File: config.mk
export PLATFORM = sky130hd
export DESIGN_NAME = driver_sin_serializer
export DESIGN_NICKNAME = d
export VERILOG_FILES = /design/src/rtl/driver_pkg.sv /design/src/rtl/driver_sin_lane.sv /design/src/rtl/driver_sin_serializer.sv
export SDC_FILE = /design/constraint.sdc
export NUM_CORES = 2
export LEC_CHECK = 0
export ABC_AREA = 1
export BUFFER_PORTS_ARGS = -buffer_cell sky130_fd_sc_hd__clkbuf_2
export CAP_MARGIN = 20
export CORE_AREA = 2 2 574 576
export DETAILED_ROUTE_END_ITERATION = 16
export DIE_AREA = 0 0 576 578
export GPL_TIMING_DRIVEN = 0
export PLACE_DENSITY_LB_ADDON = 0.2
export SKIP_CTS_REPAIR_TIMING = 1
export SYNTH_ARGS = -nofsm -noshare
export SYNTH_HDL_FRONTEND = slang
export SYNTH_SLANG_ARGS = --single-unit
File: constraint.sdc
create_clock -name clk -period 3 [get_ports clk]
set_input_delay 0 -clock clk [delete_from_list [all_inputs] [get_ports clk]]
set_output_delay 0 -clock clk [all_outputs]
set_load 0.005 [all_outputs]
File: src/rtl/driver_pkg.sv
// -----------------------------------------------------------------------------
// driver_pkg
// Shared constants and types for the LED-driver SIN serializer.
//   NB_DRIVERS : number of LED drivers, one SIN line each
//   WORD_W     : bits per driver shift word
//   LAT_LEN_W  : width of the LAT-length field
//   ser_state_t: serializer FSM states
//   drv_word_t : one driver shift word at the default width
// -----------------------------------------------------------------------------
package driver_pkg;

    localparam int NB_DRIVERS = 30;
    localparam int WORD_W     = 48;
    localparam int LAT_LEN_W  = 4;

    typedef enum logic {
        IDLE  = 1'b0,
        SHIFT = 1'b1
    } ser_state_t;

    typedef logic [WORD_W-1:0] drv_word_t;

endpackage : driver_pkg

File: src/rtl/driver_sin_lane.sv
// -----------------------------------------------------------------------------
// driver_sin_lane
// Holds one driver's shift word and selects the bit addressed by the shared
// bit counter. The lane has no control of its own: the top decides when to
// load and which bit is current.
//   clk_i   : system clock
//   load_i  : capture data_i into the word register this cycle
//   data_i  : parallel word for this driver
//   sel_i   : bit index the serializer will present on the next cycle
//   bit_o   : bit sel_i of the word as it will be after this clock edge
// -----------------------------------------------------------------------------
module driver_sin_lane #(
    parameter int WORD_W = 48
) (
    input  logic                      clk_i,
    input  logic                      load_i,
    input  logic [WORD_W-1:0]         data_i,
    input  logic [$clog2(WORD_W)-1:0] sel_i,
    output logic                      bit_o
);

    logic [WORD_W-1:0] word_q;
    logic [WORD_W-1:0] word_d;

    always_comb begin
        word_d = word_q;
        if (load_i) begin
            word_d = data_i;
        end
    end

    // Data register carries no reset; its content is only observed while
    // the serializer is shifting, which always begins with a load.
    always_ff @(posedge clk_i) begin
        word_q <= word_d;
    end

    // Look ahead at the next-cycle word so the top can register the bit
    // together with the counter and LAT, giving one-clock load latency.
    assign bit_o = word_d[sel_i];

endmodule : driver_sin_lane

File: src/rtl/driver_sin_serializer.sv
// -----------------------------------------------------------------------------
// driver_sin_serializer
// Accepts one parallel word per LED driver over a valid/ready handshake and
// shifts all drivers out in lockstep, MSB first, one bit per sclk_en tick.
// LAT is raised over the last lat_len bits of each word; an SCLK gate marks
// every cycle that presents a valid bit. Feeds the SIN remapping LUT.
//   clk           : system clock
//   rst           : synchronous reset, active-high
//   sclk_en       : one-cycle tick, one driver SCLK edge
//   in_data       : driver d word = in_data[d*WORD_W +: WORD_W]
//   in_lat_len    : LAT-high length in bits (0 = no latch, clamped to WORD_W)
//   in_valid      : word available
//   in_ready      : word can be accepted this cycle
//   drv_sin_tolut : current bit of each driver, bit d = driver d
//   drv_lat       : LAT to drivers
//   drv_sclk_gate : high while a valid bit is presented
//   busy          : shifting in progress
// -----------------------------------------------------------------------------
module driver_sin_serializer
    import driver_pkg::*;
#(
    parameter int NB_DRIVERS = driver_pkg::NB_DRIVERS,
    parameter int WORD_W     = driver_pkg::WORD_W,
    parameter int LAT_LEN_W  = driver_pkg::LAT_LEN_W
) (
    input  logic                         clk,
    input  logic                         rst,
    input  logic                         sclk_en,
    input  logic [NB_DRIVERS*WORD_W-1:0] in_data,
    input  logic [LAT_LEN_W-1:0]         in_lat_len,
    input  logic                         in_valid,
    output logic                         in_ready,
    output logic [NB_DRIVERS-1:0]        drv_sin_tolut,
    output logic                         drv_lat,
    output logic                         drv_sclk_gate,
    output logic                         busy
);

    localparam int CNT_W = $clog2(WORD_W);
    // lat_len can hold WORD_W itself, so it may need one bit more than CNT_W.
    localparam int LEN_W = $clog2(WORD_W + 1);

    localparam logic [CNT_W-1:0] CNT_TOP = CNT_W'(WORD_W - 1);

    ser_state_t              state_q, state_d;
    logic [CNT_W-1:0]        bit_cnt_q, bit_cnt_d;
    logic [LEN_W-1:0]        lat_len_q, lat_len_d;
    logic [NB_DRIVERS-1:0]   sin_q, sin_d;
    logic                    lat_q, lat_d;
    logic                    gate_q, gate_d;

    logic                    last_tick;
    logic                    load;
    logic [NB_DRIVERS-1:0]   lane_bit;

    function automatic logic [LEN_W-1:0] clamp_lat_len(input logic [LAT_LEN_W-1:0] len);
        if (int'(len) >= WORD_W) begin
            return LEN_W'(WORD_W);
        end
        return LEN_W'(len);
    endfunction

    // The final bit of a word is consumed on this tick; a follow-on word may
    // be taken in the same cycle so the output stream has no bubble.
    assign last_tick = (state_q == SHIFT) && sclk_en && (bit_cnt_q == '0);
    assign in_ready  = !rst && ((state_q == IDLE) || last_tick);
    assign load      = in_valid && in_ready;

    for (genvar d = 0; d < NB_DRIVERS; d++) begin : g_lane
        driver_sin_lane #(
            .WORD_W (WORD_W)
        ) u_lane (
            .clk_i  (clk),
            .load_i (load),
            .data_i (in_data[d*WORD_W +: WORD_W]),
            .sel_i  (bit_cnt_d),
            .bit_o  (lane_bit[d])
        );
    end

    always_comb begin
        state_d   = state_q;
        bit_cnt_d = bit_cnt_q;
        lat_len_d = lat_len_q;

        if (state_q == IDLE) begin
            if (load) begin
                state_d   = SHIFT;
                bit_cnt_d = CNT_TOP;
                lat_len_d = clamp_lat_len(in_lat_len);
            end
        end else begin
            if (sclk_en) begin
                if (bit_cnt_q == '0) begin
                    // Explicit end-of-word: either reload or return to idle,
                    // the counter never wraps below zero.
                    if (load) begin
                        bit_cnt_d = CNT_TOP;
                        lat_len_d = clamp_lat_len(in_lat_len);
                    end else begin
                        state_d = IDLE;
                    end
                end else begin
                    bit_cnt_d = bit_cnt_q - 1'b1;
                end
            end
        end

        // Outputs are derived from next state so SIN, LAT and the gate are
        // registered together and change on the same edge.
        sin_d  = '0;
        lat_d  = 1'b0;
        gate_d = 1'b0;
        if (state_d == SHIFT) begin
            sin_d  = lane_bit;
            lat_d  = (LEN_W'(bit_cnt_d) < lat_len_d);
            gate_d = 1'b1;
        end
    end

    always_ff @(posedge clk) begin
        if (rst) begin
            state_q   <= IDLE;
            bit_cnt_q <= '0;
            lat_len_q <= '0;
            sin_q     <= '0;
            lat_q     <= 1'b0;
            gate_q    <= 1'b0;
        end else begin
            state_q   <= state_d;
            bit_cnt_q <= bit_cnt_d;
            lat_len_q <= lat_len_d;
            sin_q     <= sin_d;
            lat_q     <= lat_d;
            gate_q    <= gate_d;
        end
    end

    assign drv_sin_tolut = sin_q;
    assign drv_lat       = lat_q;
    assign drv_sclk_gate = gate_q;
    assign busy          = (state_q == SHIFT);

endmodule : driver_sin_serializer

-- After elaboration in Yosys (flattened, before gate mapping)
Index checks and enable logic that the tools add are counted.
- register bits after elaboration: 1485
- input bits: 1448
- output and inout bits: 34
- logic and storage cells: 152
- add/sub/neg operators: 1
- order comparisons: 2
- multiplexer cells: 103
- bitwise gates (word level): 2
- reductions and logical operators: 8
- operator list (kind ; number):
    $mux W48 ; 30
    $bmux W1 S6 ; 30
    $mux W6 ; 8
    $mux W1 ; 35
    $lt A6 B7 Y1 const B ; 1
    $logic_not A6 Y1 ; 1
    $lt A6 B6 Y1 ; 1
    $sub A6 B1 Y6 const B ; 1
    $logic_and A1 B1 Y1 ; 4
    $not A1 Y1 ; 2
    $reduce_or A2 Y1 ; 1
    $logic_not A1 Y1 ; 1
    $logic_or A1 B1 Y1 ; 1

-- Logic depth before layout (Yosys ltp)
- depth after elaboration: 11
- depth in mapped cells: 19
- mapped depth without buffers: 17

-- Hierarchy
Synthesis repeated with hierarchy kept, for this count alone.
- cells, all modules: 10046
- area, all modules: 67060.6 um2
- modules (own cells, without submodules) (module ; times used ; cells an instance ; area each (um2) ; seq. area each (um2)):
    driver_sin_lane ; 30 ; 328 ; 2178.3 ; 960.9
    driver_sin_serializer ; 1 ; 206 ; 1710.4 ; 880.8

-- Worst setup path before layout
No wires, ideal clock.
- path kind: register -> register
- from: reg bit_cnt_q[0]
- to: reg lat_q (netlist: drv_lat)
- setup time: 92 ps
- arrival time: 2416 ps
- data required time: 2908 ps
- setup slack: 493 ps
- cell stages (with the launch flop): 16
- path buffers: 2
- clock period less this slack: 2507 ps
- path through: dfxtp_1 > inv_1 > ha_1 > nand4_1 > nand2_2 > nand3_4 > inv_2 > buf_2 > nor2_1 > inv_1 > o21ai_1 > clkbuf_1 > ha_1 > nand2_1 > o21ai_0 > nor4_1
- elaborated cells between the ends (all ways): 21
- those cells by class: add/sub (1); order compare (1); mux (12); bitwise (1); reduce/logical (6)
- RTL lines (item ; line ; text):
    from (decl) ; driver_sin_serializer.sv:46 ; logic [CNT_W-1:0] bit_cnt_q, bit_cnt_d;
    from (signal assigned) ; driver_sin_serializer.sv:131 ; bit_cnt_q <= bit_cnt_d;
    branches (longest 8 deep; another with $sub A6 B1 Y6) ; - ;
    $mux W6 * ; driver_sin_serializer.sv:86 ; if (state_q == IDLE) begin
    via bit_cnt_d[4] ; driver_sin_serializer.sv:46 ;
    $lt A6 B6 Y1 * ; driver_sin_serializer.sv:116 ; lat_d = (LEN_W'(bit_cnt_d) < lat_len_d);
    to (signal assigned) ; driver_sin_serializer.sv:134 ; lat_q <= lat_d;
    to (decl) ; driver_sin_serializer.sv:49 ; logic lat_q, lat_d;
Mark *: on every way through the listed nets, which the timed path passes.
A chain may end at the register's enable or synchronous reset.

-- Worst setup path after layout
- from: reg bit_cnt_q[0]
- to: reg sin_q[7] (netlist: drv_sin_tolut[7])
- cells in the longest elaborated chain, start to end: 11
- elaborated cells between the ends (all ways): 19
- those cells by class: add/sub (1); mux (11); bitwise (1); reduce/logical (6)
- ends and longest elaborated chain (item ; line ; text):
    branches (longest 11 deep; another with $sub A6 B1 Y6) ; - ;
    to (signal assigned) ; driver_sin_serializer.sv:133 ; sin_q <= sin_d;
    to (decl) ; driver_sin_serializer.sv:48 ; logic [NB_DRIVERS-1:0] sin_q, sin_d;
Several ways; the timed one is not identified. The select of a mux whose other input is x is not followed.

==> results by group <==
Setup path
  – CP top delay family: simple AND/OR/NAND/NOR gates
  – Worst Path Buf+Inv: 4
  – Crit Path Max Fanout: 10
  – Crit path kind: reg2reg
  – Register-to-Register Setup Slack: -0.53 ns
  – FF-to-FF path depth: 19
  – CP max-delay cell: dfxtp_4
  – Kind of end point of the critical path: flop
  – Critical path depth in cells: 19
  – Req. time, crit path: 3.80 ns
  – Worst path max stage delay: 0.36 ns
  – Reg2Reg Capture Point: drv_sin_tolut[7]
  – Critical path arrival: 4.33 ns
  – Worst-path cell chain: inv_4 > ha_4 > nand4_1 > nand2_4 > nand3_4 > nand2_4 > nand2_8 > nand2_8 > nand2_8 > buf_16 > buf_16 > buf_8 > nand2_1 > nand3_1 > nand3_2 > nand3_2 > nand3_2 > nand3_4 > a21oi_1
  – Worst setup SP type: flop
  – Worst r2r src: bit_cnt_q[0]

Placed design
  – Post-Place Worst Slack: -2.86 ns
  – GP Congestion: 0.983
  – Hpwl dp: 391000 µm
  – Port Buffers: 1480

Power and ir drop
  – Logic pwr share: 0.356
  – Switching part of the total power: 0.384
  – P_sw: 28900 µW
  – Clock share of power: 0.325
  – Pint: 46300 µW
  – Sequential share of power: 0.319
  – Leakage Power: 0.0571 µW
  – Peak supply drop: 0.000505 V
  – P per Cell Area: 668 nW/µm²

Yosys
  – Top cells by count, synth: nand2_1, nand3_1, inv_1, dfxtp_1, o21ai_0
  – Avg Inst Size Synth: 6.56 µm²
  – Number of synthesized flops with an enable pin: 0
  – Synth Register Bits: 1484
  – Seq/Total Area, Yosys: 0.443
  – Synthesis warning total: 0
  – Syn Nets: 11667
  – Top_reg_cell synth: dfxtp_1
  – Syn Std Cell Area: 67000 µm²
  – Synth area leaders: dfxtp_1, nand2_1, nand3_1
  – Synth top area share: 0.443
  – Post-synth top area cell: dfxtp_1
  – Top-count cell post-synth: nand2_1
  – Async S/R FF share, synth: 0
  – Mapped Cells: 10212
  – Synth cell types: 28

Outcome
  – Status: finished with violations
  – Failing checks: negative hold slack, negative setup slack

Final layout
  – Area Growth Syn to Fin: 68.0%
  – Area of the multi-input gates: 30800 µm²
  – Fillers: 35197
  – Layout cell share with drive strength beyond 1: 0.218
  – Final Util: 0.345
  – Layout Nets: 15420
  – Register area: 29700 µm²

Worst hold path
  – Worst hold path endpoint: g_lane[18].u_lane.word_q[27]
  – Hold WC Path Type: in2reg
  – Min-delay src: in_data[891]
  – Hold path depth: 4

STA
  – FMAX: 0.283 GHz
  – Fin crit period: 3.53 ns
  – Final setup fails: 31
  – RSZ-0062 raised after global routing: yes
  – Final Hold Vio Count: 40
  – Post-route clock skew: 0.0850 ns
  – Least-Margin Pin Slew: 0.874 ns
  – Final Cycle Share: 1.18
  – Pins Over Slew Limit: 0
  – WHS: -0.0444 ns
  – Worst Slack Setup Final: -0.531 ns
  – Slew headroom: 0.417

Detailed routing
  – Via count: 83814
  – Final ANT Viol Nets: 0
  – Routed WL: 498000 µm
  – Starting DRC count in detailed routing: 7675
  – Number of remaining DRC errors: 0
  – WL/cell: 26.8 µm
  – DR pass1 iterations: 8
  – DR vias/cell: 4.50

Clocking
  – CTS buffer count: 192
  – Number of H-tree levels: 4
  – CTS Sinks: 1484
  – Clock transition at the registers of the reported paths: 0.06 ns
  – Clk buf depth: 4
  – CTS tree: done
  – Root Buffer: clkbuf_16
  – Worst-Skew Late Latency: 0.90 ns

Floorplanning
  – IO Pins: 1482
  – Initial Util: 0.205
  – Die H: 578 µm
  – Die area: 333000 µm²
  – Row cnt: 210
  – Die width: 576 µm
  – CORE AREA: 326000 µm²

Global routing
  – First-pass GRT wire length: 609000 µm
  – GRT Total Usage: 0.272
  – Largest net degree at the start of global routing: 15
  – Vias in the first global route: 68084
  – Initial antenna violation count: 264
  – GR Overflow Total: 0

Flow run
  – Max cap viols: 0
-- registers in the layout, indices dropped and copies added (netlist names) --
signal	count
g_lane.u_lane.word_q	1440
drv_sin_tolut	30
bit_cnt_q	6
lat_len_q	6
busy	1
drv_lat	1
-- final cells by class --
cell class                      instances  share of cell area
Timing Repair Buffer                 3560               0.253
Sequential cell                      1484               0.264
Antenna cell                          147             0.00327
Clock inverter                         57             0.00675
Tap cell                             4346              0.0483
Clock buffer                          287              0.0505
Buffer                                680              0.0421
Inverter                             1759              0.0592
Multi-Input combinational cell       6288               0.273
-- worst reg2reg max path: stages (launching register included) --
cell	delay [ns]
dfxtp_4	0.36
inv_4	0.08
ha_4	0.13
nand4_1	0.15
nand2_4	0.16
nand3_4	0.15
nand2_4	0.14
nand2_8	0.07
nand2_8	0.19
nand2_8	0.14
buf_16	0.21
buf_16	0.21
buf_8	0.20
nand2_1	0.20
nand3_1	0.16
nand3_2	0.21
nand3_2	0.16
nand3_2	0.16
nand3_4	0.19
a21oi_1	0.18
-- kinds of logic after synthesis --
group                    after synthesis  share of synthesized area
multiplexers                           3                   0.000448
flip-flops                          1484                      0.443
AO/OA/AOI/OAI                       1005                     0.0751
buffers and inverters               2442                      0.143
AND/OR/NAND/NOR                     5268                      0.337
XOR/XNOR                               3                   0.000392
adder cells (fa/ha/maj)                7                    0.00131
-- worst max path at each step --
| stage | end | from | slack (ns) |
|---|---|---|---|
| after global placement | drv_sin_tolut[6] | bit_cnt_q[0] | -3.53 |
| after CTS | drv_sin_tolut[11] | bit_cnt_q[0] | -2.93 |
| after detailed placement | drv_sin_tolut[11] | bit_cnt_q[0] | -2.86 |
| after global routing | drv_sin_tolut[27] | bit_cnt_q[0] | -0.56 |
| after floorplan | drv_lat | bit_cnt_q[0] | 0.49 |
| final | drv_sin_tolut[7] | bit_cnt_q[0] | -0.53 |
-- power by group through the flow --
stage               clock (µW)  sequential (µW)  combinational (µW)
global route             25500            24300               28400
global placement             0            24300               21200
CTS                      24800            24000               21400
detailed placement           0            24400               21400
finish                   24400            24000               26800
floorplan                    0            24200               10700
-- stage by stage --
| stage | instance area [µm²] | TNS, ns | hold WS [ns] | instances | power [µW] |
|---|---|---|---|---|---|
| floorplan | 67000 | 0 | 0.0717 | 10212 | 35000 |
| global placement | 79800 | -521.18 | 0.219 | 16038 | 45500 |
| detailed placement | 80100 | -425.92 | 0.220 | 16052 | 45800 |
| CTS | 86500 | -493.26 | -0.736 | 16396 | 70200 |
| global route | 112000 | -14.32 | -0.0129 | 18549 | 78200 |
| finish | 113000 | -11.70 | -0.0444 | 18608 | 75200 |
-- per-layer routing --
metal / GRT usage / part of all wire / up-vias
met4: 0.118 / 0.053 / 86
met3: 0.0656 / 0.074 / 1186
met2: 0.435 / 0.45 / 3991
li1: - / - / 39211
met1: 0.348 / 0.43 / 39340
met5: 0 / 0.0011 / -
-- placed cells by master (no fill, tap or decap), types with 4 or more instances in the layout --
cell / n
nand2_1: 3209
dlygate4sd3_1: 2025
inv_1: 1751
clkbuf_2: 1736
nand3_1: 1496
dfxtp_1: 1480
o21ai_0: 857
clkbuf_16: 203
nand3_2: 201
or2_2: 180
diode_2: 147
nand3_4: 140
buf_2: 135
clkbuf_4: 114
o21ai_1: 93
buf_4: 72
clkbuf_1: 65
buf_6: 60
clkbuf_8: 46
buf_8: 28
buf_12: 25
clkinv_2: 25
a21oi_1: 23
nor2_1: 18
o21ai_2: 17
bufinv_16: 13
nand2_2: 11
buf_1: 9
buf_16: 8
nand2_4: 7
clkinvlp_4: 7
a21oi_2: 7
ha_1: 6
inv_16: 5
clkinv_8: 4
a21oi_4: 4
inv_6: 4
Note: power is estimated with default switching activity, not from simulation.
